===== src/rtl/sw_job_sequencer.sv =====
// Job dispatcher for the banded Smith-Waterman accelerator.
// Queues R/Q pairs, runs them one at a time with a watchdog, and queues
// aligned results (plus a timeout flag) for the host.
//
// Ports:
//   clk, reset              rising-edge clock, async active-low reset
//   job_valid/job_ready     job push handshake, job_R/job_Q operands
//   acc_start, acc_R/acc_Q  start pulse and held operands to accelerator
//   acc_ready               accelerator done level
//   acc_R/Q_aligned         accelerator results
//   res_valid/res_ready     show-ahead result pop handshake
//   res_R/Q_aligned         head result data, res_timeout head flag
//   busy                    work in flight or queued
//   jobs_done               results written, modulo 256
module sw_job_sequencer #(
    parameter int DEPTH   = 4,
    parameter int TIMEOUT = 1023
) (
    input  logic        clk,
    input  logic        reset,
    input  logic        job_valid,
    output logic        job_ready,
    input  logic [23:0] job_R,
    input  logic [23:0] job_Q,
    output logic        acc_start,
    output logic [23:0] acc_R,
    output logic [23:0] acc_Q,
    input  logic        acc_ready,
    input  logic [29:0] acc_R_aligned,
    input  logic [29:0] acc_Q_aligned,
    output logic        res_valid,
    input  logic        res_ready,
    output logic [29:0] res_R_aligned,
    output logic [29:0] res_Q_aligned,
    output logic        res_timeout,
    output logic        busy,
    output logic [7:0]  jobs_done
);
    localparam int AW = $clog2(DEPTH);
    localparam int CW = AW + 1;
    localparam int WW = $clog2(TIMEOUT + 1);
    localparam logic [CW-1:0] FULL = CW'(DEPTH);
    localparam logic [WW-1:0] WD_MAX = WW'(TIMEOUT);

    typedef enum logic [1:0] {IDLE, START, WAIT, STORE} state_t;

    state_t        state_q;
    logic          acc_start_q;
    logic [23:0]   acc_r_q;
    logic [23:0]   acc_qq_q;
    logic [WW-1:0] wdog_q;
    logic          ready_q;
    logic [60:0]   res_ent_q;
    logic [7:0]    done_q;

    logic [23:0]   jr_mem [DEPTH];
    logic [23:0]   jq_mem [DEPTH];
    logic [AW-1:0] jwp_q;
    logic [AW-1:0] jrp_q;
    logic [CW-1:0] jcnt_q;

    // entry = {timeout, R_aligned, Q_aligned}
    logic [60:0]   res_mem [DEPTH];
    logic [AW-1:0] rwp_q;
    logic [AW-1:0] rrp_q;
    logic [CW-1:0] rcnt_q;

    logic job_push;
    logic launch;
    logic res_push;
    logic res_pop;
    logic done;

    assign job_ready = (jcnt_q != FULL);
    assign job_push  = job_valid && job_ready;
    // The result slot is reserved at launch so STORE can never stall.
    assign launch    = (state_q == IDLE) && (jcnt_q != '0) && (rcnt_q != FULL);
    assign res_push  = (state_q == STORE);
    assign res_valid = (rcnt_q != '0);
    assign res_pop   = res_valid && res_ready;
    assign done      = acc_ready && !ready_q;

    assign {res_timeout, res_R_aligned, res_Q_aligned} =
        res_valid ? res_mem[rrp_q] : '0;

    assign acc_start = acc_start_q;
    assign acc_R     = acc_r_q;
    assign acc_Q     = acc_qq_q;
    assign busy      = (state_q != IDLE) || (jcnt_q != '0);
    assign jobs_done = done_q;

    always_ff @(posedge clk) begin
        if (job_push) begin
            jr_mem[jwp_q] <= job_R;
            jq_mem[jwp_q] <= job_Q;
        end
        if (res_push) begin
            res_mem[rwp_q] <= res_ent_q;
        end
    end

    always_ff @(posedge clk or negedge reset) begin
        if (!reset) begin
            jwp_q  <= '0;
            jrp_q  <= '0;
            jcnt_q <= '0;
            rwp_q  <= '0;
            rrp_q  <= '0;
            rcnt_q <= '0;
        end else begin
            if (job_push) jwp_q <= jwp_q + 1'b1;
            if (launch)   jrp_q <= jrp_q + 1'b1;
            jcnt_q <= jcnt_q + CW'(job_push) - CW'(launch);
            if (res_push) rwp_q <= rwp_q + 1'b1;
            if (res_pop)  rrp_q <= rrp_q + 1'b1;
            rcnt_q <= rcnt_q + CW'(res_push) - CW'(res_pop);
        end
    end

    always_ff @(posedge clk or negedge reset) begin
        if (!reset) begin
            state_q     <= IDLE;
            acc_start_q <= 1'b0;
            acc_r_q     <= '0;
            acc_qq_q    <= '0;
            wdog_q      <= '0;
            ready_q     <= 1'b0;
            res_ent_q   <= '0;
            done_q      <= '0;
        end else begin
            // Tracked in every state, so a level still high from the
            // previous job never looks like a fresh rising edge.
            ready_q <= acc_ready;
            unique case (state_q)
                IDLE: begin
                    if (launch) begin
                        acc_r_q     <= jr_mem[jrp_q];
                        acc_qq_q    <= jq_mem[jrp_q];
                        acc_start_q <= 1'b1;
                        state_q     <= START;
                    end
                end
                START: begin
                    acc_start_q <= 1'b0;
                    wdog_q      <= '0;
                    state_q     <= WAIT;
                end
                WAIT: begin
                    if (done) begin
                        res_ent_q <= {1'b0, acc_R_aligned, acc_Q_aligned};
                        state_q   <= STORE;
                    end else if (wdog_q == WD_MAX) begin
                        res_ent_q <= {1'b1, 60'd0};
                        state_q   <= STORE;
                    end else begin
                        wdog_q <= wdog_q + 1'b1;
                    end
                end
                STORE: begin
                    done_q  <= done_q + 8'd1;
                    state_q <= IDLE;
                end
                default: state_q <= IDLE;
            endcase
        end
    end

endmodule


===== config.mk =====
export PLATFORM = sky130hd
export DESIGN_NAME = sw_job_sequencer
export DESIGN_NICKNAME = d
export VERILOG_FILES = /design/src/rtl/sw_job_sequencer.sv
export SDC_FILE = /design/constraint.sdc
export NUM_CORES = 1
export LEC_CHECK = 0
export CAP_MARGIN = 20
export CORE_UTILIZATION = 37
export CTS_BUF_LIST = sky130_fd_sc_hd__clkbuf_4 sky130_fd_sc_hd__clkbuf_8 sky130_fd_sc_hd__clkbuf_16
export DETAILED_ROUTE_END_ITERATION = 8
export GPL_TIMING_DRIVEN = 1
export SYNTH_ARGS = -nofsm -noshare
export SYNTH_HDL_FRONTEND = slang
export SYNTH_SLANG_ARGS = --single-unit

===== constraint.sdc =====
create_clock -name clk -period 7.04 [get_ports clk]
set_input_delay 1.056 -clock clk [delete_from_list [all_inputs] [get_ports clk]]
set_output_delay 1.056 -clock clk [all_outputs]
set_load 0.02 [all_outputs]

==> results of run 1 <==
[critical path, cell delays in order (launching register included)]
cell and delay (ps):
dfrtp_4 810, buf_4 670, mux4_2 600, and2_1 170, clkdlybuf4s50_1 530
[area by class of cell]
type,count,area share (%)
well taps,765,3.542
clock buffers,75,6.019
multi-input cells,404,18.23
clock inverters,36,1.000
repair buffers,247,9.024
inverters,19,0.2639
flip-flops and latches,581,61.92
[registers in the layout, summed over array words and instances, names as in the netlist]
register / count
rwp_q: 2
jr_mem: 96
jrp_q: 2
jwp_q: 2
acc_start: 1
acc_Q: 24
jq_mem: 96
acc_R: 24
rcnt_q: 3
ready_q: 1
res_mem: 244
jcnt_q: 3
wdog_q: 10
state_q: 2
rrp_q: 2
jobs_done: 8
res_ent_q: 61
[cells in the final DEF (no fill, tap or decap), drive strengths merged, types with 18 or more instances in the layout]
master / n
and2: 68
edfxtp: 436
clkbuf: 75
mux4: 109
inv: 21
clkdlybuf4s50: 232
mux2: 51
dfrtp: 145
ha: 18
nand2: 20
a22o: 60
clkinv: 27
[power breakdown]
part | internal (W) | switching (W)
clock | 0.00174 | 0.00130
combinational | 0.00205 | 0.00194
sequential | 0.00481 | 0.000568
[cells by family after synthesis]
| logic type | count (synthesis) |
|---|---|
| buffers and inverters | 71 |
| AO/OA/AOI/OAI | 79 |
| flip-flops | 581 |
| multiplexers | 163 |
| AND/OR/NAND/NOR | 125 |
| adder cells (fa/ha/maj) | 20 |
| XOR/XNOR | 17 |
[Yosys cell counts (3+ instances only)]
master      n
buf_4       7
ha_1       18
mux2i_1     3
nand2_1    20
mux4_2    109
and3_1      5
clkbuf_1   26
nand4_1     5
o311ai_1    3
mux2_1      3
xnor2_1    10
a22o_1     60
buf_2      18
dfrtp_1   145
edfxtp_1  436
and2_1     68
nand3_1     4
nor2_1      7
mux2_2     48
xor2_1      7
o21ai_0     5
inv_1      18
nor3_1      3
[layer usage]
layer / vias up / share of wire (%) / GRT usage [%] / wire (um)
met4: 12 / 2.1 / 4.531 / 984
met5: - / 0.17 / 0 / 77
li1: 4726 / - / - / -
met3: 81 / 8.9 / 5.479 / 4124
met1: 5621 / 43 / 20.52 / 19700
met2: 319 / 46 / 24.47 / 21400
[worst max path at each step]
stage,endpoint,startpoint,slack [ps]
after floorplan,res_mem[0][0],state_q[0],4240
after global placement,res_Q_aligned[14],rrp_q[0],3090
after detailed placement,res_R_aligned[29],rrp_q[0],3070
after CTS,res_R_aligned[29],rrp_q[0],2380
after global routing,res_Q_aligned[21],rrp_q[0],2270
final,res_Q_aligned[23],rrp_q[0],2540
[through the flow]
stage / std cells / instance area, sq um / hold WS [ps] / worst slack [ps] / total power (W)
final: 2127 / 27020 / 457.3 / 2542 / 0.01241
after global routing: 2127 / 27020 / 478.0 / 2266 / 0.01305
after CTS: 2127 / 27020 / 446.3 / 2377 / 0.01262
after detailed placement: 2016 / 25130 / 460.0 / 3066 / 0.009535
after global placement: 2016 / 25130 / 455.4 / 3088 / 0.009452
after floorplan: 1056 / 21920 / 468.7 / 4240 / 0.007840
==> run summary, run 1 <==
clock-pin slew on the worst setup and hold paths: 60 ps
Die X: 245.4 um
fin nets: 1446
CP arrival: 3440 ps
Post-synth EDFFs: 436
largest net degree at the start of global routing: 64
drt first pass iters: 7
CTS resizes: 0
post-layout util: 46.48%
Hold Path Class: in2async
endpoints failing hold: 0
status: complete, no violations
reg2reg setup slack: 4200 ps
Synth Area in Simple Gates: 3.379%
top_reg_cell synth: edfxtp_1
number of setup buffers added after CTS: 0
Starting Density: 37.71%
post-DP HPWL: 26140 um
Clock Skew: 18.03 ps
multiplexer share of the synthesized area: 13.95%
Yosys reg bits: 581
RSZ-0062 raised after global routing: no
r2r worst-path depth: 10
r2r endpoint: jcnt_q[2]
setup TNS: 0 ps
gr usage total: 15.62%
DRC: 0
syn_area_per_cell: 20.76 sq um
crit end category: primary output
Max Clk Rate: 222.3 MHz
CP max FO: 36
final setup fails: 0
Synth area leaders: edfxtp_1 (60%), dfrtp_1 (17%), mux4_2 (11%)
Post-Synthesis Cells: 1056
n_diodes: 0
fin crit period: 4498 ps
number of global-route vias before repair: 11460
compound-gate portion of the synthesized area: 3.065%
CTS buffer count: 60
Crit Path Category: reg2out
Slew HR: 31.83%
sequential element share of the synthesized area: 76.27%
filler instances: 4886
syn nets: 1189
fin crit share: 63.89%
Async SR Flop Fraction: 24.96%
Vias: 10760
largest family of logic cells by synthesized area: multiplexers
Port-buffer cells: 233
CTS tree: done
Sequential Area: 16730 sq um
Iter 0 DRT Violations: 685
gpl congestion: 0.7360
P per Cell Area: 459.2 nW/um^2
Pleak: 9.470 nW
Post-Syn Area: 21920 sq um
H-tree level count: 2
Die Height: 245.4 um
final WL: 46290 um
drt via density: 5.058
hold buffer count at CTS: 0
MaxCap Viol Count: 0
Clock Path Buffers: 3
io pins: 234
Post-Synth Adder-Cell Area: 1.210%
Slew @ Worst Pin: 1023 ps
top-area cell type share of the netlist area: 59.72%
area delta synth->final: 23.26%
CP required: 5980 ps
clock latency on the worst-skew pair: 620 ps
antenna violations before repair: 6
Routed WL per cell: 21.76 um
dominant cell type by area after synthesis: edfxtp_1
CTS root buf: clkbuf_16
row count: 88
Die ar.: 60230 sq um
multi-input logic area: 4927 sq um
layout cells sized above 1: 21.37%
Peak VDD IR: 0.0002788 V
total gr overflow: 0
Sink Count: 581
core area: 58140 sq um
Post-Synth XOR/XNOR Area: 0.6792%
worst r2r src: state_q[0]
Slew Limit Fails: 0
synth unique cells: 47
Synth warnings: 0
Startpoint Class: flop
first-pass GRT wire length: 70840 um
post-route ant nets: 0
Power figures use the tool's default switching activity.
==> run 2: changes to the inputs <==
Clock period 7.04 ns to 4.65 ns, I/O delays scaled along.
==> run 2 against run 1 <==
  * Clock power up 64%
  * Clock skew down 1.1 ps
  * Global-route usage hardly changed
  * Sequential power grew 53%
  * Final cell count is 0.28% higher
  * Worst setup slack worse by 1700 ps
  * Highest routed layer unchanged
==> run summary, run 2 (synthesis results as in run 1) <==
CP arrival: 3120 ps
Iter 0 DRT Violations: 612
fin crit period: 3818 ps
Final Instance Area: 27300 sq um
Flop pwr share: 42.8%
fin crit share: 82.10%
filler instances: 4928
Power Internal: 0.01342 W
clock power share: 26.0%
fin nets: 1449
Die ar.: 60230 sq um
Port-buffer cells: 233
reg2reg setup slack: 2100 ps
Crit Path Category: reg2out
total gr overflow: 0
clock latency on the worst-skew pair: 610 ps
core area: 58140 sq um
status: complete, no violations
io pins: 234
Largest Register: res_mem
drt via density: 5.068
Sink Count: 581
row count: 88
P per Cell Area: 704.8 nW/um^2
critical path startpoint: rrp_q[0]
r2r worst-path depth: 9
CP max FO: 36
area delta synth->final: 24.52%
cell area after placement: 25190 sq um
first-pass GRT wire length: 70730 um
crit end category: primary output
most common cell after layout, fill and taps aside: edfxtp_1
combinational share of power: 31.2%
CTS buffer count: 58
Tot Pwr: 0.01924 W
Pleak: 9.592 nW
Slew Limit Fails: 0
Hold Path Class: in2async
number of global-route vias before repair: 11530
Net Sw Power: 0.005822 W
Starting Density: 37.71%
Clock Path Buffers: 3
layout cells sized above 1: 22.25%
worst r2r src: rcnt_q[1]
GRT Max-Usage Layer: met2
Max Clk Rate: 261.9 MHz
CP required: 3950 ps
RSZ-0062 raised after global routing: no
Hold WS: 138.2 ps
drt first pass iters: 5
gr usage total: 15.61%
clock-pin slew on the worst setup and hold paths: 60 ps
final setup fails: 0
antenna violations before repair: 6
gpl congestion: 0.7578
endpoints failing hold: 0
switching share of power: 30.26%
Startpoint Class: flop
Global Route met1 Usage: 20.41%
hold buffer count at CTS: 0
final WL: 46220 um
setup TNS: 0 ps
crit path to: res_Q_aligned[21]
post-layout util: 46.95%
MaxCap Viol Count: 0
largest net degree at the start of global routing: 66
CTS resizes: 0
post-route ant nets: 0
largest registers: res_mem x244, jq_mem x96, jr_mem x96
r2r endpoint: rcnt_q[2]
Die X: 245.4 um
GRT met2 Usage: 25.04%
DRC: 0
Vias: 10810
H-tree level count: 2
Clock Skew: 16.88 ps
CTS root buf: clkbuf_16
Routed WL per cell: 21.67 um
flip-flop count of the largest register after layout: 244
post-DP HPWL: 27090 um
met3 global-route usage: 4.911%
Slew @ Worst Pin: 1045 ps
Die Height: 245.4 um
Slew HR: 30.36%
Peak VDD IR: 0.0004117 V
number of setup buffers added after CTS: 0
leading cell types in the layout, fill and taps excluded: edfxtp_1 (436), clkdlybuf4s50_1 (232), dfrtp_1 (141), mux4_2 (109), and2_1 (64)
CTS tree: done
==> run 2: changes by cell type in the layout (fill, tap and decap cells not counted), sizes merged <==
cell,previous run,this run
clkinv,27,24
buf,15,20
inv,21,23
clkinvlp,4,6
diode,0,2
clkbuf,75,65
bufinv,3,11
==> run 2: worst min-delay path by stage <==
| stage | start | to | slack, ps | cells past startpoint |
|---|---|---|---|---|
| after CTS | reset | res_ent_q[13] | 140 | 1 |
| after floorplan | reset | acc_Q[0] | 400 | 0 |
| after global routing | reset | res_ent_q[19] | 180 | 1 |
| final | reset | res_ent_q[19] | 140 | 1 |
| after global placement | jobs_done[7] | jobs_done[7] | 460 | 1 |
| after detailed placement | jobs_done[7] | jobs_done[7] | 460 | 1 |
==> run 2: through the flow <==
| step | instances | worst slack (ps) |
|---|---|---|
| 2_1_floorplan | 1056 | 1850 |
| 3_3_place_gp | 2020 | 1397 |
| 3_5_place_dp | 2020 | 1393 |
| 4_1_cts | 2130 | 713.5 |
| 5_1_grt | 2131 | 618.1 |
| 6_report | 2133 | 832.4 |
==> run 2: area by class of cell <==
| type | instances | area, sq um | share of cell area, % |
|---|---|---|---|
| flip-flops and latches | 581 | 16730 | 61.29 |
| multi-input cells | 404 | 4927 | 18.05 |
| repair buffers | 252 | 2526 | 9.254 |
| clock buffers | 65 | 1528 | 5.597 |
| well taps | 765 | 957.2 | 3.506 |
| clock inverters | 45 | 551.8 | 2.021 |
| inverters | 19 | 71.32 | 0.2613 |
| diodes | 2 | 5.005 | 0.01833 |
==> run 2: power by group through the flow <==
stage          combinational (W)  sequential [W]  clock, W
3_3_place_gp             0.00607         0.00829         0
4_1_cts                  0.00614         0.00827   0.00514
6_report                 0.00601         0.00822   0.00501
3_5_place_dp             0.00612         0.00837         0
2_1_floorplan            0.00372         0.00815         0
5_1_grt                  0.00650         0.00843   0.00533
==> run 2: layer usage <==
metal / wire, um / vias up
met1: 19510 / 5696
met4: 929 / 12
met3: 3748 / 81
met2: 21950 / 290
met5: 76 / -
li1: - / 4732
==> run 2: worst max-delay path: stages, from the launching register on <==
cell and delay, ps:
dfrtp_4 830, buf_12 360, mux4_2 540, and2_1 190
clkdlybuf4s50_1 540
==> run 3: changes to the inputs <==
Clock period 4.65 ns to 3.4 ns, I/O delays scaled along.
==> run 3 against run 2 <==
  * Clock skew up 1.7 ps
  * Non-clock buffer count grew 13
  * Routed wire length shrank 0.71%
  * Sequential cell count unchanged
  * Core utilization grew 0.69 points
  * Highest routed layer unchanged
==> run summary, run 3 (synthesis results as in run 1) <==
Iter 0 DRT Violations: 701
Slew @ Worst Pin: 825.8 ps
n_diodes: 0
total gr overflow: 0
Flop pwr share: 41.0%
Hold Path Class: in2async
endpoints failing hold: 0
crit end category: primary output
post-DP HPWL: 26580 um
switching share of power: 29.90%
CP required: 2890 ps
CP arrival: 2740 ps
status: complete, no violations
Max Clk Rate: 307.9 MHz
row count: 88
io pins: 234
Crit Path Category: reg2out
post-layout util: 47.64%
Slew Limit Fails: 0
first-pass GRT wire length: 70240 um
most common cell after layout, fill and taps aside: edfxtp_1
fin crit share: 95.51%
Power Internal: 0.01885 W
post-route ant nets: 0
combinational share of power: 32.5%
Net Sw Power: 0.008037 W
Port-buffer cells: 233
CTS tree: done
clock latency on the worst-skew pair: 620 ps
Largest Register: res_mem
core area: 58140 sq um
GRT Max-Usage Layer: met2
cell area after placement: 25450 sq um
Die Height: 245.4 um
DRC: 0
CP max FO: 12
Final Instance Area: 27700 sq um
Die ar.: 60230 sq um
Global Route met1 Usage: 20.02%
gr usage total: 15.51%
Slew HR: 44.94%
leading cell types in the layout, fill and taps excluded: edfxtp_1 (436), clkdlybuf4s50_1 (232), dfrtp_1 (141), mux4_2 (109), and2_1 (64)
GRT met2 Usage: 24.85%
setup TNS: 0 ps
Starting Density: 37.71%
Peak VDD IR: 0.0005908 V
clock power share: 26.5%
CTS root buf: clkbuf_16
number of global-route vias before repair: 11610
final setup fails: 0
fin crit period: 3247 ps
RSZ-0062 raised after global routing: no
largest net degree at the start of global routing: 62
MaxCap Viol Count: 0
filler instances: 4840
largest registers: res_mem x244, jq_mem x96, jr_mem x96
CTS buffer count: 61
clock-pin slew on the worst setup and hold paths: 60 ps
fin nets: 1465
Routed WL per cell: 21.34 um
flip-flop count of the largest register after layout: 244
H-tree level count: 2
final WL: 45890 um
area delta synth->final: 26.34%
met3 global-route usage: 5.260%
layout cells sized above 1: 23.54%
Clock Path Buffers: 3
P per Cell Area: 970.6 nW/um^2
Vias: 10730
Pleak: 9.790 nW
drt first pass iters: 5
reg2reg setup slack: 850 ps
drt via density: 4.989
Sink Count: 581
antenna violations before repair: 5
Startpoint Class: flop
Die X: 245.4 um
gpl congestion: 0.7001
Clock Skew: 18.60 ps
## run 3: cell types whose count changed in the layout (fill, tap and decap cells not counted), moves of 2 or more
cell | previous run | this run
diode_2 | 2 | 0
buf_12 | 4 | 16
clkinv_4 | 5 | 2
clkinv_8 | 0 | 2
clkbuf_4 | 5 | 12
clkinv_1 | 7 | 3
clkbuf_8 | 1 | 7
buf_4 | 15 | 13
clkbuf_16 | 59 | 61
clkinvlp_4 | 6 | 3
## run 3: stage by stage
step / cells / setup WS, ps / hold slack (ps) / total power (W)
2_1_floorplan: 1056 / 599.7 / 214.4 / 0.01623
3_3_place_gp: 2032 / 623.8 / 456.4 / 0.01987
3_5_place_dp: 2032 / 629.9 / 475.1 / 0.02005
4_1_cts: 2150 / 65.85 / 401.9 / 0.02732
5_1_grt: 2150 / 29.35 / 413.7 / 0.02826
6_report: 2150 / 152.7 / 436.1 / 0.02688
## run 3: area by class of cell
type                       count  area, sq um  share of cell area, %
clock buffer                  80         1713                  6.184
clock inverter                36        496.7                  1.793
inverter                      19        71.32                 0.2575
multi-input combinational    404         4927                  17.79
sequential                   581        16730                  60.41
tap                          765        957.2                  3.456
timing repair buffer         265         2800                  10.11
## run 3: final timing paths
check	depth (start not counted)	start	endpoint
setup / recovery	4	rrp_q[0]	res_R_aligned[29]
min in group clk	1	acc_ready	ready_q
hold / removal	2	reset	res_ent_q[13]
setup reg to reg	9	rcnt_q[1]	rcnt_q[2]
max in group asynchronous	3	reset	res_ent_q[47]
hold reg to reg	1	jobs_done[7]	jobs_done[7]
## run 3: routing by layer
metal | part of all wire, % | vias up
li1 | - | 4761
met1 | 42 | 5603
met2 | 48 | 278
met3 | 8.0 | 75
met4 | 2.1 | 10
met5 | 0.14 | -
## run 3: timing repair
action                                 in CTS  in global routing
setup buffers                               1                  0
endpoints found under the hold margin      51                  0
setup endpoints to repair                  49                  0
hold buffers                                1                  0
gates resized for setup                     1                  0
## run 3: power groups by stage
| stage | combinational (W) | clock (W) | sequential [W] |
|---|---|---|---|
| 6_report | 0.00873 | 0.00712 | 0.0110 |
| 3_5_place_dp | 0.00882 | 0 | 0.0112 |
| 3_3_place_gp | 0.00875 | 0 | 0.0111 |
| 2_1_floorplan | 0.00509 | 0 | 0.0111 |
| 5_1_grt | 0.00940 | 0.00759 | 0.0113 |
| 4_1_cts | 0.00894 | 0.00731 | 0.0111 |
## run 3: critical path: stages, from the launching register on
cell and delay [ps]:
dfrtp_4 640, buf_16 200, mux4_2 490, and2_1 220
clkdlybuf4s50_1 550
